===== config.mk =====
export PLATFORM = sky130hd
export DESIGN_NAME = alu_issue_ctrl
export DESIGN_NICKNAME = d
export VERILOG_FILES = /design/src/rtl/alu_issue_ctrl.sv
export SDC_FILE = /design/constraint.sdc
export NUM_CORES = 1
export LEC_CHECK = 0
export ABC_AREA = 1
export BUFFER_PORTS_ARGS = -buffer_cell sky130_fd_sc_hd__buf_4
export CORE_MARGIN = 3
export CORE_UTILIZATION = 58
export CTS_CLUSTER_DIAMETER = 40
export DETAILED_ROUTE_END_ITERATION = 7
export PLACE_DENSITY = 0.88
export RECOVER_POWER = 50
export SLEW_MARGIN = 5
export SYNTH_ARGS = -nofsm -noshare
export SYNTH_HDL_FRONTEND = slang
export SYNTH_SLANG_ARGS = --single-unit

===== constraint.sdc =====
create_clock -name clk -period 2.2 [get_ports clk]
set_input_delay 0.44 -clock clk [delete_from_list [all_inputs] [get_ports clk]]
set_output_delay 0.44 -clock clk [all_outputs]
set_load 0.05 [all_outputs]

===== src/rtl/alu_issue_ctrl.sv =====
// -----------------------------------------------------------------------------
// alu_issue_ctrl
//
// Sequencing stage wrapped around a 4-bit combinational ALU
// (add/sub/and/or/not). It accepts one encoded instruction at a time over a
// valid/ready handshake and walks it through IDLE -> ISSUE -> WB:
//   ISSUE : operands are read from the 4 x W register file and driven onto the
//           ALU select/operand buses; at the closing edge the ALU result and
//           carry-out are sampled into res and the status flags.
//   WB    : res_valid (or err for a reserved opcode) pulses for this cycle;
//           the register file is written at the closing edge of WB, so the
//           debug read port shows the new value from the cycle after WB.
//
// Instruction format: [8:6]=op, [5:4]=rd, [3:2]=ra, [1:0]=rb, LDI imm=[3:0]
// Opcodes: 000 ADD, 001 SUB, 010 AND, 011 OR, 100 NOT, 101 LDI, 11x reserved
//
// Ports:
//   clk, rst_n          clock, synchronous active-low reset
//   instr_valid/ready   instruction handshake, instr = encoded instruction
//   f2,f1,f0, a, b      ALU select and operands (registered)
//   fBit, cout          ALU result and adder carry-out
//   res_valid, res      writeback pulse and last written value
//   c_flag, z_flag      carry (SUB: 1 = no borrow) and zero status
//   err                 one-cycle pulse for a reserved opcode
//   dbg_sel, dbg_data   combinational register file read port
//   v_flag              signed overflow of ADD/SUB (only with ALU_OVF_FLAG_EN)
//
// Optional feature macro: ALU_OVF_FLAG_EN
// -----------------------------------------------------------------------------
module alu_issue_ctrl #(
    parameter int NREG = 4,
    parameter int W    = 4
) (
    input  logic         clk,
    input  logic         rst_n,
    input  logic         instr_valid,
    output logic         instr_ready,
    input  logic [8:0]   instr,
    output logic         f2,
    output logic         f1,
    output logic         f0,
    output logic [W-1:0] a,
    output logic [W-1:0] b,
    input  logic [W-1:0] fBit,
    input  logic         cout,
    output logic         res_valid,
    output logic [W-1:0] res,
    output logic         c_flag,
    output logic         z_flag,
    output logic         err,
`ifdef ALU_OVF_FLAG_EN
    output logic         v_flag,
`endif
    input  logic [1:0]   dbg_sel,
    output logic [W-1:0] dbg_data
);

    typedef enum logic [1:0] {IDLE = 2'd0, ISSUE = 2'd1, WB = 2'd2} state_t;

    localparam logic [2:0] OP_ADD = 3'b000;
    localparam logic [2:0] OP_SUB = 3'b001;
    localparam logic [2:0] OP_AND = 3'b010;
    localparam logic [2:0] OP_OR  = 3'b011;
    localparam logic [2:0] OP_NOT = 3'b100;
    localparam logic [2:0] OP_LDI = 3'b101;

    state_t         state_q, state_d;
    logic [8:0]     instr_q, instr_d;
    logic [2:0]     f_q, f_d;
    logic [W-1:0]   a_q, a_d;
    logic [W-1:0]   b_q, b_d;
    logic [W-1:0]   res_q, res_d;
    logic           c_q, c_d;
    logic           z_q, z_d;
    logic           res_valid_q, res_valid_d;
    logic           err_q, err_d;
    logic [W-1:0]   rf_q [NREG];
    logic [W-1:0]   rf_d [NREG];
`ifdef ALU_OVF_FLAG_EN
    logic           v_q, v_d;
    logic           b_eff_msb;
`endif

    logic [2:0] op_in;
    logic [2:0] op_q;
    logic [1:0] rd_q;

    assign op_in = instr[8:6];
    assign op_q  = instr_q[8:6];
    assign rd_q  = instr_q[5:4];

    always_comb begin
        state_d     = state_q;
        instr_d     = instr_q;
        f_d         = f_q;
        a_d         = a_q;
        b_d         = b_q;
        res_d       = res_q;
        c_d         = c_q;
        z_d         = z_q;
        res_valid_d = 1'b0;
        err_d       = 1'b0;
        rf_d        = rf_q;
`ifdef ALU_OVF_FLAG_EN
        v_d         = v_q;
        // SUB is a + ~b + 1 inside the ALU, so the effective b sign is inverted.
        b_eff_msb   = (op_q == OP_SUB) ? ~b_q[W-1] : b_q[W-1];
`endif

        case (state_q)
            IDLE: begin
                f_d = 3'b000;
                a_d = '0;
                b_d = '0;
                if (instr_valid) begin
                    instr_d = instr;
                    state_d = ISSUE;
                    // Operands are captured here so they are stable on the
                    // ALU buses for the whole ISSUE cycle. LDI and reserved
                    // ops leave the buses idle.
                    if (op_in <= OP_NOT) begin
                        f_d = op_in;
                        a_d = rf_q[instr[3:2]];
                        b_d = (op_in == OP_NOT) ? '0 : rf_q[instr[1:0]];
                    end
                end
            end

            ISSUE: begin
                state_d = WB;
                f_d     = 3'b000;
                a_d     = '0;
                b_d     = '0;
                case (op_q)
                    OP_ADD, OP_SUB: begin
                        res_d       = fBit;
                        c_d         = cout;
                        z_d         = (fBit == '0);
                        res_valid_d = 1'b1;
`ifdef ALU_OVF_FLAG_EN
                        v_d = (a_q[W-1] == b_eff_msb) && (fBit[W-1] != a_q[W-1]);
`endif
                    end
                    OP_AND, OP_OR, OP_NOT: begin
                        res_d       = fBit;
                        z_d         = (fBit == '0);
                        res_valid_d = 1'b1;
                    end
                    OP_LDI: begin
                        res_d       = instr_q[3:0];
                        z_d         = (instr_q[3:0] == 4'd0);
                        res_valid_d = 1'b1;
                    end
                    default: err_d = 1'b1;
                endcase
            end

            WB: begin
                state_d = IDLE;
                // res already holds the value to write for every legal op.
                if (op_q <= OP_LDI) begin
                    rf_d[rd_q] = res_q;
                end
            end

            default: state_d = IDLE;
        endcase
    end

    always_ff @(posedge clk) begin
        if (!rst_n) begin
            state_q     <= IDLE;
            instr_q     <= '0;
            f_q         <= 3'b000;
            a_q         <= '0;
            b_q         <= '0;
            res_q       <= '0;
            c_q         <= 1'b0;
            z_q         <= 1'b0;
            res_valid_q <= 1'b0;
            err_q       <= 1'b0;
            for (int i = 0; i < NREG; i++) begin
                rf_q[i] <= '0;
            end
`ifdef ALU_OVF_FLAG_EN
            v_q         <= 1'b0;
`endif
        end else begin
            state_q     <= state_d;
            instr_q     <= instr_d;
            f_q         <= f_d;
            a_q         <= a_d;
            b_q         <= b_d;
            res_q       <= res_d;
            c_q         <= c_d;
            z_q         <= z_d;
            res_valid_q <= res_valid_d;
            err_q       <= err_d;
            rf_q        <= rf_d;
`ifdef ALU_OVF_FLAG_EN
            v_q         <= v_d;
`endif
        end
    end

    assign instr_ready  = (state_q == IDLE);
    assign {f2, f1, f0} = f_q;
    assign a            = a_q;
    assign b            = b_q;
    assign res_valid    = res_valid_q;
    assign res          = res_q;
    assign c_flag       = c_q;
    assign z_flag       = z_q;
    assign err          = err_q;
    assign dbg_data     = rf_q[dbg_sel];
`ifdef ALU_OVF_FLAG_EN
    assign v_flag       = v_q;
`endif

endmodule


==> summary.md <==
The run gives 1.21 mW as the internal power. The longest clock path from root to sink contains 2 buffers. The floorplan has 21 rows. The tool flagged a number of max-cap violations equal to 0. The global router's overall resource usage is 0.256, and the multi-input logic area is 1050 sq um.

After filler insertion, the fill cell instance count of the layout stands at 321. For the worst max-slew margin expressed relative to the limit, the log shows 0.601. The area of all placed cells without fillers was 2570 sq um. For the pin with the worst max-slew slack, the measured transition is 0.602 ns.

The via total after detailed routing is 2232. In the layout the commonest cells are 115 x nand2_1, 66 x nor2_1, 46 x dfxtp_1. Clock latency on the worst-skew pair, taken at its later pin, is 0.30 ns. Of all nets on the critical path, the largest fanout is 9. Clock-pin slew was measured on the worst setup and hold paths at 0.08 ns. The area taken by flip-flops and latches is 921 sq um, and the chip width is 67.4 um. The count of cells resized by post-cts repair was 0.

Entering global routing, the biggest net connects 32 pins. Fraction of power consumed by the clock network: 0.306. The worst setup path is launched from an input port.

The flow ran to the end, and the final reports show no timing, DRC or antenna violations. Clock skew on the completed layout was measured at 0.00512 ns. The region available for standard cell placement spans 3470 sq um. The initial core utilization was 0.630. Setup repair after global routing left no endpoint under its margin.

Post-synthesis sequential element count: 46. The classification of the worst-slack hold path was input port to flip-flop. The worst-case IR drop observed on VDD is 0.448 mV.

Detailed-route wire length per cell: 12.7 um. The number of buffers added for setup after CTS is 0. The number of remaining DRC errors was 0.

The area growth from synthesis to layout is 17.8%. The logs give 342 for the number of instances in the synthesized netlist and 0 for the count of endpoints failing setup in the final report. The critical path is of the input port to primary output type. The first routing iteration left 165 violations.

Once detailed placement completed, the half-perimeter wirelength came to 4030 um. The sequential cell area fraction in the yosys report is 0.422. STA puts the critical path data required time at 1.76 ns. In the routed layout, each cell is associated on average with a via count of 5.20.

The initial antenna violation count was 0; the register-to-register setup slack was 0.61 ns. The combinational cell fraction of total power came out at 0.170. In this run the remaining antenna-violating nets after routing total 0. The logs give 1990 for the via count of the first global-routing pass and 1.23 ns for the signal arrival time at the worst endpoint. The kind of capture point of the worst setup path was a primary output.

The clock tree synthesis step divided the H-tree into 2 levels. The first global-routing pass estimated 8810 um of wire. The number of different library cells used by synthesis comes to 16.

The tools report the total clock buffers created by CTS as 5. Maximum clock frequency: 0.599 GHz. Wires add up to 5460 um. The fraction of final layout cells sized beyond drive strength 1 was 0.128.

The logs give 0 for the number of endpoints with negative hold slack in the final report and 5 for the number of search-and-repair iterations in the first detailed-routing pass. For this design the total switching power over the nets is 0.501 mW. 0 antenna diodes ended up in the layout. The post-route clock period utilization is 0.759, and the number of ports placed on the die boundary is 43. The tools report the count of hold buffers inserted by post-cts repair as 0.

TritonCTS built the clock tree. The most common cell after layout, fill and taps aside is nand2_1. Combined area of all synthesized cells: 2180 sq um. The total count of max-transition violations in the final report was 0. The overall overflow remaining after global route is 0, and the leakage component of the power is 1.28 nW. The die height is 67.4 um, and the count of input and output buffers is 42.

Adding up every negative setup slack in the final design gives 0 ns. The congestion estimate from routability-driven global placement came to 0.957. The register share of total power is 0.524. For this run, the number of Yosys warnings is 0. After synthesis, the mean cell area works out to 6.38 sq um. The final layout contains 401 nets. The switching share of total power was 0.292; the placed instance area was 2510 sq um. The die covers 4540 sq um. For the finished layout, the period the worst path requires is 1.67 ns.

Number of clock sinks seen by CTS: 46. The tools report the buffer cell driving the clock tree root as clkbuf_8. The net count after synthesis was 361; the power density over cell area was 667 nW/um^2. The total power after layout is 1.71 mW.
worst max-delay path: stages:
cell and delay (ns):
buf_4 0.14, inv_1 0.18, o21ai_0 0.11, o22ai_1 0.14, buf_4 0.22
state kept, by name, indices dropped and copies added, names as in the netlist:
name / cells
a: 4
b: 4
c_flag: 1
err: 1
f_q: 3
instr_q: 9
res: 4
res_valid: 1
rf_q: 16
state_q: 2
z_flag: 1
metrics by stage:
stage,setup WS (ns),utilization,instances,hold WS (ns)
after floorplan,0.186,-,342,0.469
after global routing,0.442,0.741,429,0.457
after detailed placement,0.552,0.724,421,0.447
after global placement,0.608,0.724,421,0.440
after CTS,0.537,0.750,429,0.395
final,0.530,0.741,429,0.399
power by group through the flow:
stage	Sequential, mW	Combinational (mW)	Clock, mW
finish	0.898	0.291	0.525
global route	0.901	0.320	0.570
CTS	0.898	0.296	0.532
detailed placement	0.917	0.294	0
global placement	0.917	0.286	0
floorplan	0.955	0.161	0
worst paths after layout:
check	to	cells past startpoint	from
setup / recovery	dbg_data[3]	5	dbg_sel[0]
hold reg to reg	a[2]	2	a[2]
hold / removal	c_flag	3	cout
setup reg to reg	a[2]	7	state_q[1]
cells by family after synthesis:
| logic type | Yosys count | synth area share |
|---|---|---|
| AO/OA/AOI/OAI | 45 | 0.110 |
| buffers and inverters | 47 | 0.0860 |
| flip-flops | 46 | 0.422 |
| AND/OR/NAND/NOR | 204 | 0.382 |
area by class of cell:
cell class                 instances  share of cell area
clock inverter                     1             0.00195
timing repair buffer              42               0.118
inverter                          38              0.0555
tap                               46              0.0224
clock buffer                       7              0.0336
sequential                        46               0.358
multi-input combinational        249               0.410
routing by layer:
metal | track usage | vias up | wire, um
li1 | - | 1135 | -
met1 | 0.323 | 1010 | 2420
met2 | 0.437 | 77 | 2670
met3 | 0.0383 | 10 | 263
met4 | 0.106 | 0 | 106
met5 | 0 | - | 0
synthesized netlist by cell type (all sizes together):
cell type,n,share of area
a21oi,4,0.0092
o21ai,33,0.076
o22ai,4,0.011
buf,9,0.021
dfxtp,46,0.42
nand4,1,0.0029
nand3,17,0.039
nand2,115,0.20
nor3,2,0.0046
nor2,69,0.13
inv,38,0.065
o211ai,4,0.014
(Power assumes the default switching activity.)
